File: src/rtl/gd_pkg.sv
// Shared types and constants for the gradient-descent minimizer.
// Holds FSM state encodings, end-cause codes and arithmetic helper widths.
package gd_pkg;

    typedef enum logic [2:0] {
        ST_IDLE   = 3'd0,
        ST_ISSUE  = 3'd1,
        ST_WAIT   = 3'd2,
        ST_UPDATE = 3'd3,
        ST_FINISH = 3'd4
    } gd_state_e;

    typedef enum logic [1:0] {
        STS_MAX_ITER = 2'b00,
        STS_CONV     = 2'b01,
        STS_ABORT    = 2'b10,
        STS_SAT      = 2'b11
    } gd_status_e;

    // One guard bit on the x - step subtract exposes signed overflow.
    localparam int SUB_GUARD_W = 1;

    // |step| needs no extra bit: the most negative value clamps to max.
    localparam int ABS_GUARD_W = 0;

endpackage

File: src/rtl/fixed_val_comp.sv
// Signed less-than compare of a candidate value against the running minimum.
// Kept separate so the value width can be swept without touching the FSM.
module fixed_val_comp
    import gd_pkg::*;
#(
    parameter int VAL_W = 64
) (
    input  logic signed [VAL_W-1:0] a,
    input  logic signed [VAL_W-1:0] b,
    output logic                    lt
);

    assign lt = (a < b);

endmodule

File: src/rtl/gd_minimizer_param.sv
// Fixed-point gradient-descent minimizer driving an external evaluator.
// Tracks the lowest value seen and stops on saturation, convergence, limit or abort.
module gd_minimizer_param
    import gd_pkg::*;
#(
    parameter int DATA_W   = 32,
    parameter int FRAC_W   = 8,
    parameter int VAL_W    = 64,
    parameter int MAX_ITER = 16,
    parameter int STOP_EPS = 1
) (
    input  logic                          clk,
    input  logic                          rst_n,
    input  logic                          start,
    input  logic                          abort,
    input  logic [DATA_W-1:0]             x_init,
    output logic                          ev_start,
    output logic [DATA_W-1:0]             ev_x,
    input  logic                          ev_done,
    input  logic [VAL_W-1:0]              ev_value,
    input  logic [DATA_W-1:0]             ev_step,
    output logic                          busy,
    output logic                          done,
    output logic [DATA_W-1:0]             x_at_min,
    output logic [VAL_W-1:0]              y_min,
    output logic [$clog2(MAX_ITER+1)-1:0] iter_used,
    output logic [1:0]                    status
);

    localparam int IT_W  = $clog2(MAX_ITER + 1);
    localparam int SUB_W = DATA_W + SUB_GUARD_W;
    localparam int ABS_W = DATA_W + ABS_GUARD_W;

    localparam logic [DATA_W-1:0] X_MAX   = {1'b0, {(DATA_W-1){1'b1}}};
    localparam logic [DATA_W-1:0] X_MIN   = {1'b1, {(DATA_W-1){1'b0}}};
    localparam logic [VAL_W-1:0]  VAL_MAX = {1'b0, {(VAL_W-1){1'b1}}};
    localparam logic [ABS_W-1:0]  EPS     = ABS_W'(STOP_EPS);
    localparam logic [IT_W-1:0]   IT_LAST = IT_W'(MAX_ITER);

    // FRAC_W only sets the binary point; the arithmetic is scale-free.
    localparam int UNUSED_FRAC = FRAC_W;

    gd_state_e          state;
    gd_state_e          state_nxt;
    logic [1:0]         status_nxt;
    logic [DATA_W-1:0]  x_reg;
    logic [VAL_W-1:0]   val_q;
    logic [DATA_W-1:0]  step_q;

    logic [SUB_W-1:0]   diff;
    logic               ovf;
    logic [DATA_W-1:0]  x_next;
    logic [ABS_W-1:0]   step_abs;
    logic               converged;
    logic               last_iter;
    logic               val_lt;

    // Saturating x - step using a sign-extended guard bit.
    always_comb begin
        diff   = {x_reg[DATA_W-1], x_reg} - {step_q[DATA_W-1], step_q};
        ovf    = diff[SUB_W-1] ^ diff[DATA_W-1];
        x_next = diff[DATA_W-1:0];
        if (ovf) begin
            x_next = diff[SUB_W-1] ? X_MIN : X_MAX;
        end
    end

    // |step| with the most negative value clamped to the positive maximum.
    always_comb begin
        step_abs = step_q;
        if (step_q[DATA_W-1]) begin
            step_abs = (step_q == X_MIN) ? X_MAX : (~step_q + 1'b1);
        end
        converged = (step_abs <= EPS);
        last_iter = ((iter_used + IT_W'(1)) == IT_LAST);
    end

    fixed_val_comp #(
        .VAL_W (VAL_W)
    ) u_comp (
        .a  (val_q),
        .b  (y_min),
        .lt (val_lt)
    );

    // State register.
    always_ff @(posedge clk or negedge rst_n) begin
        if (!rst_n) begin
            state <= ST_IDLE;
        end else begin
            state <= state_nxt;
        end
    end

    // Next-state and end-cause selection.
    always_comb begin
        state_nxt  = state;
        status_nxt = status;
        unique case (state)
            ST_IDLE: begin
                if (start) begin
                    state_nxt = ST_ISSUE;
                end
            end
            ST_ISSUE: begin
                if (abort) begin
                    state_nxt  = ST_FINISH;
                    status_nxt = STS_ABORT;
                end else begin
                    state_nxt = ST_WAIT;
                end
            end
            ST_WAIT: begin
                if (abort) begin
                    state_nxt  = ST_FINISH;
                    status_nxt = STS_ABORT;
                end else if (ev_done) begin
                    state_nxt = ST_UPDATE;
                end
            end
            ST_UPDATE: begin
                state_nxt = ST_FINISH;
                if (abort) begin
                    status_nxt = STS_ABORT;
                end else if (ovf) begin
                    status_nxt = STS_SAT;
                end else if (converged) begin
                    status_nxt = STS_CONV;
                end else if (last_iter) begin
                    status_nxt = STS_MAX_ITER;
                end else begin
                    state_nxt = ST_ISSUE;
                end
            end
            ST_FINISH: begin
                state_nxt = ST_IDLE;
            end
            default: begin
                state_nxt = ST_IDLE;
            end
        endcase
    end

    // Search datapath: load on start, latch results, fold into the minimum.
    always_ff @(posedge clk or negedge rst_n) begin
        if (!rst_n) begin
            x_reg     <= '0;
            val_q     <= '0;
            step_q    <= '0;
            x_at_min  <= '0;
            y_min     <= VAL_MAX;
            iter_used <= '0;
            status    <= STS_MAX_ITER;
        end else begin
            status <= status_nxt;
            unique case (state)
                ST_IDLE: begin
                    if (start) begin
                        x_reg     <= x_init;
                        x_at_min  <= x_init;
                        y_min     <= VAL_MAX;
                        iter_used <= '0;
                    end
                end
                ST_WAIT: begin
                    if (ev_done && !abort) begin
                        val_q  <= ev_value;
                        step_q <= ev_step;
                    end
                end
                ST_UPDATE: begin
                    if (!abort) begin
                        iter_used <= iter_used + IT_W'(1);
                        x_reg     <= x_next;
                        if (val_lt) begin
                            y_min    <= val_q;
                            x_at_min <= x_reg;
                        end
                    end
                end
                default: begin
                end
            endcase
        end
    end

    assign ev_start = (state == ST_ISSUE);
    assign ev_x     = x_reg;
    assign busy     = (state == ST_ISSUE) || (state == ST_WAIT) ||
                      (state == ST_UPDATE);
    assign done     = (state == ST_FINISH);

endmodule

File: config.mk
export PLATFORM = sky130hd
export DESIGN_NAME = gd_minimizer_param
export DESIGN_NICKNAME = d
export VERILOG_FILES = /design/src/rtl/gd_pkg.sv /design/src/rtl/fixed_val_comp.sv /design/src/rtl/gd_minimizer_param.sv
export SDC_FILE = /design/constraint.sdc
export NUM_CORES = 1
export LEC_CHECK = 0
export ABC_AREA = 1
export ABC_CLOCK_PERIOD_IN_PS = 2400
export CAP_MARGIN = 10
export CORE_AREA = 2 2 175 177
export CTS_CLUSTER_DIAMETER = 80
export DETAILED_ROUTE_END_ITERATION = 8
export DIE_AREA = 0 0 177 179
export GPL_TIMING_DRIVEN = 0
export HOLD_SLACK_MARGIN = 0.02
export PLACE_DENSITY = 0.77
export SKIP_CTS_REPAIR_TIMING = 1
export SLEW_MARGIN = 20
export SYNTH_ARGS = -nofsm -noshare
export SYNTH_HDL_FRONTEND = slang
export SYNTH_SLANG_ARGS = --single-unit
File: constraint.sdc
create_clock -name clk -period 2.4 [get_ports clk]
set_input_delay 0.24 -clock clk [delete_from_list [all_inputs] [get_ports clk]]
set_output_delay 0.24 -clock clk [all_outputs]
set_load 0.02 [all_outputs]
==> results of run 1 <==
==> cell families (layout without fill, tap and decap cells) <==
| kind of cell | Yosys count | count (layout) |
|---|---|---|
| xor+xnor | 36 | 36 |
| simple gates | 834 | 834 |
| fa+ha+maj | 98 | 98 |
| flops | 234 | 234 |
| other cells | 0 | 2 |
| compound gates | 283 | 283 |
| buf+inv | 226 | 595 |
| mux | 63 | 63 |
==> report_power, final <==
| group | internal [W] | switching (W) |
|---|---|---|
| clock | 0.00267 | 0.00171 |
| combinational | 0.00957 | 0.0128 |
| sequential | 0.00642 | 0.00211 |
| total | 0.0187 | 0.0166 |
==> through the flow <==
step	worst slack [ns]	setup TNS [ns]
2_1_floorplan	-0.03912	-1.280
3_5_place_dp	-0.7285	-105.03
3_3_place_gp	-9.692	-1955.50
4_1_cts	-0.7328	-89.01
5_1_grt	-0.6278	-62.13
6_report	-0.4798	-43.71
==> placed cells by master, fill, tap and decap left out, drive strengths merged, types with 13 or more instances in the layout <==
| cell type | instances |
|---|---|
| a21oi | 111 |
| a41oi | 22 |
| buf | 84 |
| clkbuf | 75 |
| clkdlybuf4s50 | 269 |
| dfrtp | 171 |
| dfstp | 63 |
| ha | 97 |
| inv | 158 |
| mux2 | 63 |
| nand2 | 473 |
| nand3 | 97 |
| nor2 | 230 |
| nor3 | 13 |
| o21ai | 111 |
| xor2 | 24 |
==> path summary, 6_finish.rpt <==
check / to / slack (ns)
max: y_min[37] / -0.48
min reg2reg: x_at_min[0] / 0.47
min in group clk: step_q[7] / 0.28
max reg2reg: y_min[37] / -0.48
min: val_q[47] / 0.21
max in group asynchronous: y_min[7] / 1.44
==> registers in the layout, indices dropped and copies added (netlist names) <==
signal and cells:
ev_x 32, iter_used 5, state 3, status 2, step_q 32, val_q 64
x_at_min 32, y_min 64
==> layer usage <==
metal	vias to the layer above	global-route usage	wire length [µm]	share of wire
met5	-	0	13	0.00027
met4	2	0.08196	1502	0.031
met3	132	0.04856	3739	0.077
met2	586	0.4961	24170	0.50
met1	6839	0.3564	19330	0.40
li1	6566	-	-	-
==> area by class of cell <==
cell class	instances	area, µm²
diodes	2	5.005
plain buffers	67	485.5
clock buffers	41	819.5
clock inverters	9	127.6
fillers	2372	9983
inverters	157	595.6
multi-input cells	1314	8324
flip-flops and latches	234	5946
well taps	396	495.5
repair buffers	321	3247
==> worst reg2reg max path, cell delays in order (launching register included) <==
cell	delay [ns]
dfstp_2	0.56
inv_2	0.05
ha_4	0.27
nand2_4	0.07
nor4_4	0.32
nand2_1	0.10
inv_2	0.08
nand2_4	0.07
nor4_4	0.23
nand2_2	0.12
nand3_2	0.10
nand3_4	0.14
nand2_8	0.16
buf_12	0.17
clkbuf_16	0.17
nand2_2	0.05
o21ai_1	0.14
==> summary.md, run 1 <==
| Metric | Value |
|---|---|
| Status | complete, but fails checks |
| Failing checks | setup timing |
| FP Rows | 64 |
| Max Cap Viol | 0 |
| Startpoint types | flip-flop |
| Yosys Warn Count | 0 |
| Starting DRT DRC Count | 987 |
| Die width | 177 µm |
| 1st-pass router iterations | 5 |
| Worst hold slack | 0.2132 ns |
| Ports | 271 |
| Synth area leaders | dfrtp_1, nand2_1, dfstp_2 |
| Vias in the first global route | 13540 |
| RePlAce Congestion | 0.9495 |
| CP required | 2.84 ns |
| Die height | 179 µm |
| Reg clk slew, reported paths | 0.06 ns |
| Vias per inst | 5.559 |
| GR Overflow Total | 0 |
| CP peak stage delay | 0.56 ns |
| Slew Limit Fails | 0 |
| Tmin final | 2.880 ns |
| VDD IR max | 1.095 mV |
| Instance count on the critical path | 16 |
| Synth unique cells | 48 |
| Worst r2r src | y_min[59] |
| Initial antenna violation count | 2 |
| Port bufs | 270 |
| Worst setup margin | -0.4798 ns |
| Synth cell count leaders | nand2_1, nor2_1, dfrtp_1 |
| CTS sink count | 234 |
| ANT nets after route | 0 |
| Post-Layout Cell Count | 2541 |
| CP Capture Type | flip-flop |
| Clk_lat worst skew | 0.55 ns |
| Crit-path cells | inv_2 -> ha_4 -> nand2_4 -> nor4_4 -> nand2_1 -> inv_2 -> nand2_4 -> nor4_4 -> nand2_2 -> nand3_2 -> nand3_4 -> nand2_8 -> buf_12 -> clkbuf_16 -> nand2_2 -> o21ai_1 |
| Final Total Pwr | 0.03526 W |
| Final Cell Area | 20050 µm² |
| Adder-cell area share of the yosys netlist | 0.08707 |
| Layout net count | 2353 |
| Post-synthesis cell count | 1774 |
| Fmax | 0.3472 GHz |
| Post-synthesis sequential area ratio | 0.4188 |
| Power Dens Cells | 1759 nW/µm² |
| CP Max Fanout | 8 |
| Share of Yosys cell area claimed by the top area cell type | 0.3020 |
| Most frequent cell after synthesis | nand2_1 |
| Detailed-route via count | 14130 |
| Area share of xor/xnor cells in the synthesized design | 0.02225 |
| Crit-path leading delay family | simple AND/OR/NAND/NOR gates |
| Reg2Reg Depth | 16 |
| WP buf/inv | 4 |
| Main synth FF type | dfrtp_1 |
| Final hold vios | 0 |
| First-pass GRT wire length | 70.73 mm |
| Post-DP Area | 17490 µm² |
| Layout cells sized above 1 | 0.2361 |
| Final setup vio count | 131 |
| Syn_nets | 2005 |
| DRC | 0 |
| GRT Overall Usage | 0.2824 |
| Post-Place Cells | 2443 |
| LEAKAGE | 9.315 nW |
| Yosys top cell by area | dfrtp_1 |
| Unrepaired setup endpoints after global routing | true |
| Core area | 30030 µm² |
| HP Class | in2async |
| Root Buffer Master | clkbuf_16 |
| Starting Density | 0.4718 |
| Worst-Margin Slew | 0.7414 ns |
| Number of synthesized flops with an enable pin | 0 |
| Complex-gate fraction of the synthesized area | 0.1148 |
| Area grow syn2layout | 41.48% |
| Max-slew headroom | 0.5057 |
| Die area | 31680 µm² |
| Total wire length | 48.76 mm |
| Synthesis-stage register bit count | 234 |
| CP startpoint | y_min[59] |
| Fin crit share | 1.200 |
| Synth Area per Inst | 7.987 µm² |
| Async set or reset register ratio after synthesis | 1.000 |
| Synth Area in Simple Gates | 0.2381 |
| Final Util | 0.6675 |
| Critical path class | reg2reg |
| Clock tree from TritonCTS | done |
| H-tree depth | 1 |
| Largest net degree at the start of global routing | 72 |
| Layout Skew | 0.02137 ns |
| Post-DP HPWL | 34.96 mm |
| Max Buffers Root-to-Sink | 3 |
| Mux share of post-synthesis cell area | 0.05007 |
| Largest family of logic cells by synthesized area | simple AND/OR/NAND/NOR gates |
| Number of CTS-inserted buffers | 27 |
| Critical Path AT | 3.32 ns |
| Post-Syn Area | 14170 µm² |
| WL per Instance | 19.19 µm |
| Slowest CP cell | dfstp_2 |
No activity file was read; power rests on OpenSTA's default activity.
==> run 2, diff against run 1 <==
--- a/config.mk
+++ b/config.mk
@@ -9,6 +9,7 @@
 export ABC_CLOCK_PERIOD_IN_PS = 2400
 export CAP_MARGIN = 10
 export CORE_AREA = 2 2 175 177
+export CTS_BUF_LIST = sky130_fd_sc_hd__clkbuf_16
 export CTS_CLUSTER_DIAMETER = 80
 export DETAILED_ROUTE_END_ITERATION = 8
 export DIE_AREA = 0 0 177 179
==> run 2 against run 1 <==
  * The run still ends with setup timing left
  * First-iteration DRC count rose by 6.0%
  * Utilization rose by 1.6 points
  * Wire length rose by 1.6%
  * Critical endpoint is now y_min[40]
  * Clock power fell by 6.2%
  * Non-clock buffer count rose by 19
  * Via count rose by 0.84%
  * Clock skew fell by 0.0088 ns
  * Final area rose by 2.4%
  * Global-route usage fell by 0.15 points
  * Critical path depth did not move
  * Setup slack improved by 0.050 ns
==> summary.md, run 2 (same netlist as run 1, synthesis figures left out) <==
| Metric | Value |
|---|---|
| Fin crit share | 1.179 (-0.02080) |
| Layout net count | 2373 (+0.85%) |
| Fmax | 0.3534 GHz (+1.8%) |
| Crit-path cells | inv_2 -> ha_4 -> nand2_4 -> nor4_4 -> nand2_1 -> inv_2 -> nand2_4 -> nor4_4 -> nand2_2 -> nand3_2 -> nand3_4 -> nand2_8 -> buf_12 -> buf_8 -> nand2_1 -> o21ai_2 |
| Final Total Pwr | 0.03628 W (+2.9%) |
| WL per Instance | 19.36 µm (+0.88%) |
| Largest registers | val_q: 64 flops, y_min: 64 flops |
| DRC | 0 (unchanged) |
| Root Buffer Master | clkbuf_16 |
| Max Cap Viol | 0 (unchanged) |
| Max-slew headroom | 0.4967 (-0.009076) |
| CP peak stage delay | 0.57 ns (about the same) |
| Failing checks | setup timing |
| Final hold vios | 0 (unchanged) |
| H-tree depth | 1 (unchanged) |
| Post-DP HPWL | 34.96 mm (unchanged) |
| Total wire length | 49.54 mm (+1.6%) |
| Slowest CP cell | dfstp_2 |
| CP required | 2.87 ns (+0.03 ns) |
| CP Capture Type | flip-flop |
| Post-Layout Cell Count | 2559 (+0.71%) |
| RePlAce Congestion | 0.9495 (unchanged) |
| Max Buffers Root-to-Sink | 3 (unchanged) |
| # diodes | 0 (-2) |
| Final Cell Area | 20520 µm² (+2.4%) |
| Starting DRT DRC Count | 1046 (+6.0%) |
| Largest net degree at the start of global routing | 72 (unchanged) |
| Most frequent cells in the layout | nand2_1, clkdlybuf4s50_1, nor2_1 |
| ANT nets after route | 0 (unchanged) |
| Post-Place Cells | 2443 (unchanged) |
| Tmin final | 2.830 ns (-0.04991 ns) |
| Initial antenna violation count | 1 (-1) |
| Layout cells sized above 1 | 0.2686 (+0.03249) |
| Critical path class | reg2reg |
| First-pass GRT wire length | 70.30 mm (-0.60%) |
| Core area | 30030 µm² (unchanged) |
| Layout Skew | 0.01255 ns (-0.008814 ns) |
| Starting Density | 0.4718 (unchanged) |
| Status | complete, but fails checks |
| Clk_lat worst skew | 0.55 ns (about the same) |
| Ports | 271 (unchanged) |
| Commonest non-fill, non-tap cell in the layout | nand2_1 |
| Worst-Margin Slew | 0.7550 ns (+0.01361 ns) |
| Vias in the first global route | 13460 (-0.61%) |
| LEAKAGE | 9.487 nW (+1.8%) |
| 1st-pass router iterations | 5 (unchanged) |
| Area grow syn2layout | 44.86% |
| WP buf/inv | 4 (unchanged) |
| Die width | 177 µm (unchanged) |
| Die height | 179 µm (unchanged) |
| Port bufs | 270 (unchanged) |
| Vias per inst | 5.566 (+0.13%) |
| Clock tree from TritonCTS | done |
| GRT Overall Usage | 0.2809 (-0.001549) |
| Critical Path AT | 3.30 ns (-0.02 ns) |
| CP Max Fanout | 10 (+2) |
| Die area | 31680 µm² (unchanged) |
| Post-DP Area | 17490 µm² (unchanged) |
| Startpoint types | flip-flop |
| Reg clk slew, reported paths | 0.06 ns (about the same) |
| Slew Limit Fails | 0 (unchanged) |
| FP Rows | 64 (unchanged) |
| Worst hold slack | 0.2089 ns (-0.004241 ns) |
| CTS sink count | 234 (unchanged) |
| Worst setup margin | -0.4299 ns (+0.04991 ns) |
| Number of CTS-inserted buffers | 27 (unchanged) |
| Final setup vio count | 131 (unchanged) |
| Worst Setup Slack post-DPL | -0.7285 ns (unchanged) |
| HP Class | in2async |
| Unrepaired setup endpoints after global routing | true |
| VDD IR max | 1.109 mV (+1.4%) |
| GR Overflow Total | 0 (unchanged) |
| Power Dens Cells | 1767 nW/µm² (+0.47%) |
| Crit-path leading delay family | simple AND/OR/NAND/NOR gates |
| Detailed-route via count | 14240 (+0.84%) |
-- run 2: changes by cell type in the layout (fill, tap and decap cells not counted), sizes merged --
cell	before	now
buf	84	100
clkbuf	75	65
clkinv	4	11
inv	158	164
diode	2	0
nand2	473	474
-- run 2: metal layers --
metal | share of wire | wire length (µm) | track usage | vias to the layer above
li1 | - | - | - | 6589
met1 | 0.40 | 19650 | 0.3560 | 6934
met2 | 0.50 | 24770 | 0.4951 | 610
met3 | 0.074 | 3668 | 0.04347 | 109
met4 | 0.029 | 1440 | 0.08161 | 2
met5 | 0.00026 | 13 | 0 | -
-- run 2: worst paths after layout --
kind                                 to         start  cells past startpoint  slack [ns]
max                           y_min[40]     y_min[59]                     16       -0.43
min                           val_q[47]         rst_n                      2        0.21
max reg2reg                   y_min[40]     y_min[59]                     16       -0.43
min reg2reg                x_at_min[17]  x_at_min[17]                      2        0.47
max in group asynchronous     y_min[13]         rst_n                      3        1.45
min in group clk              step_q[8]    ev_step[8]                      3        0.27
-- run 2: through the flow --
| stage | setup TNS (ns) | util |
|---|---|---|
| 2_1_floorplan | -1.280 | - |
| 6_report | -42.18 | 0.6835 |
| 3_5_place_dp | -105.03 | 0.5825 |
| 3_3_place_gp | -1955.50 | 0.5795 |
| 4_1_cts | -89.03 | 0.6117 |
| 5_1_grt | -61.83 | 0.6835 |
-- run 2: area by class of cell --
| class | count | area [µm²] |
|---|---|---|
| Clock buffer | 28 | 700.7 |
| Clock inverter | 22 | 176.4 |
| Buffer | 67 | 503.0 |
| Timing Repair Buffer | 340 | 3456 |
| Tap cell | 396 | 495.5 |
| Fill cell | 2318 | 9504 |
| Inverter | 157 | 603.1 |
| Multi-Input combinational cell | 1315 | 8641 |
| Sequential cell | 234 | 5949 |
-- run 2: power by group --
part / internal (W) / switching [W] / total (W)
registers: 0.00643 / 0.00214 / 0.00856
clock network: 0.00242 / 0.00169 / 0.00411
logic: 0.0103 / 0.0133 / 0.0236
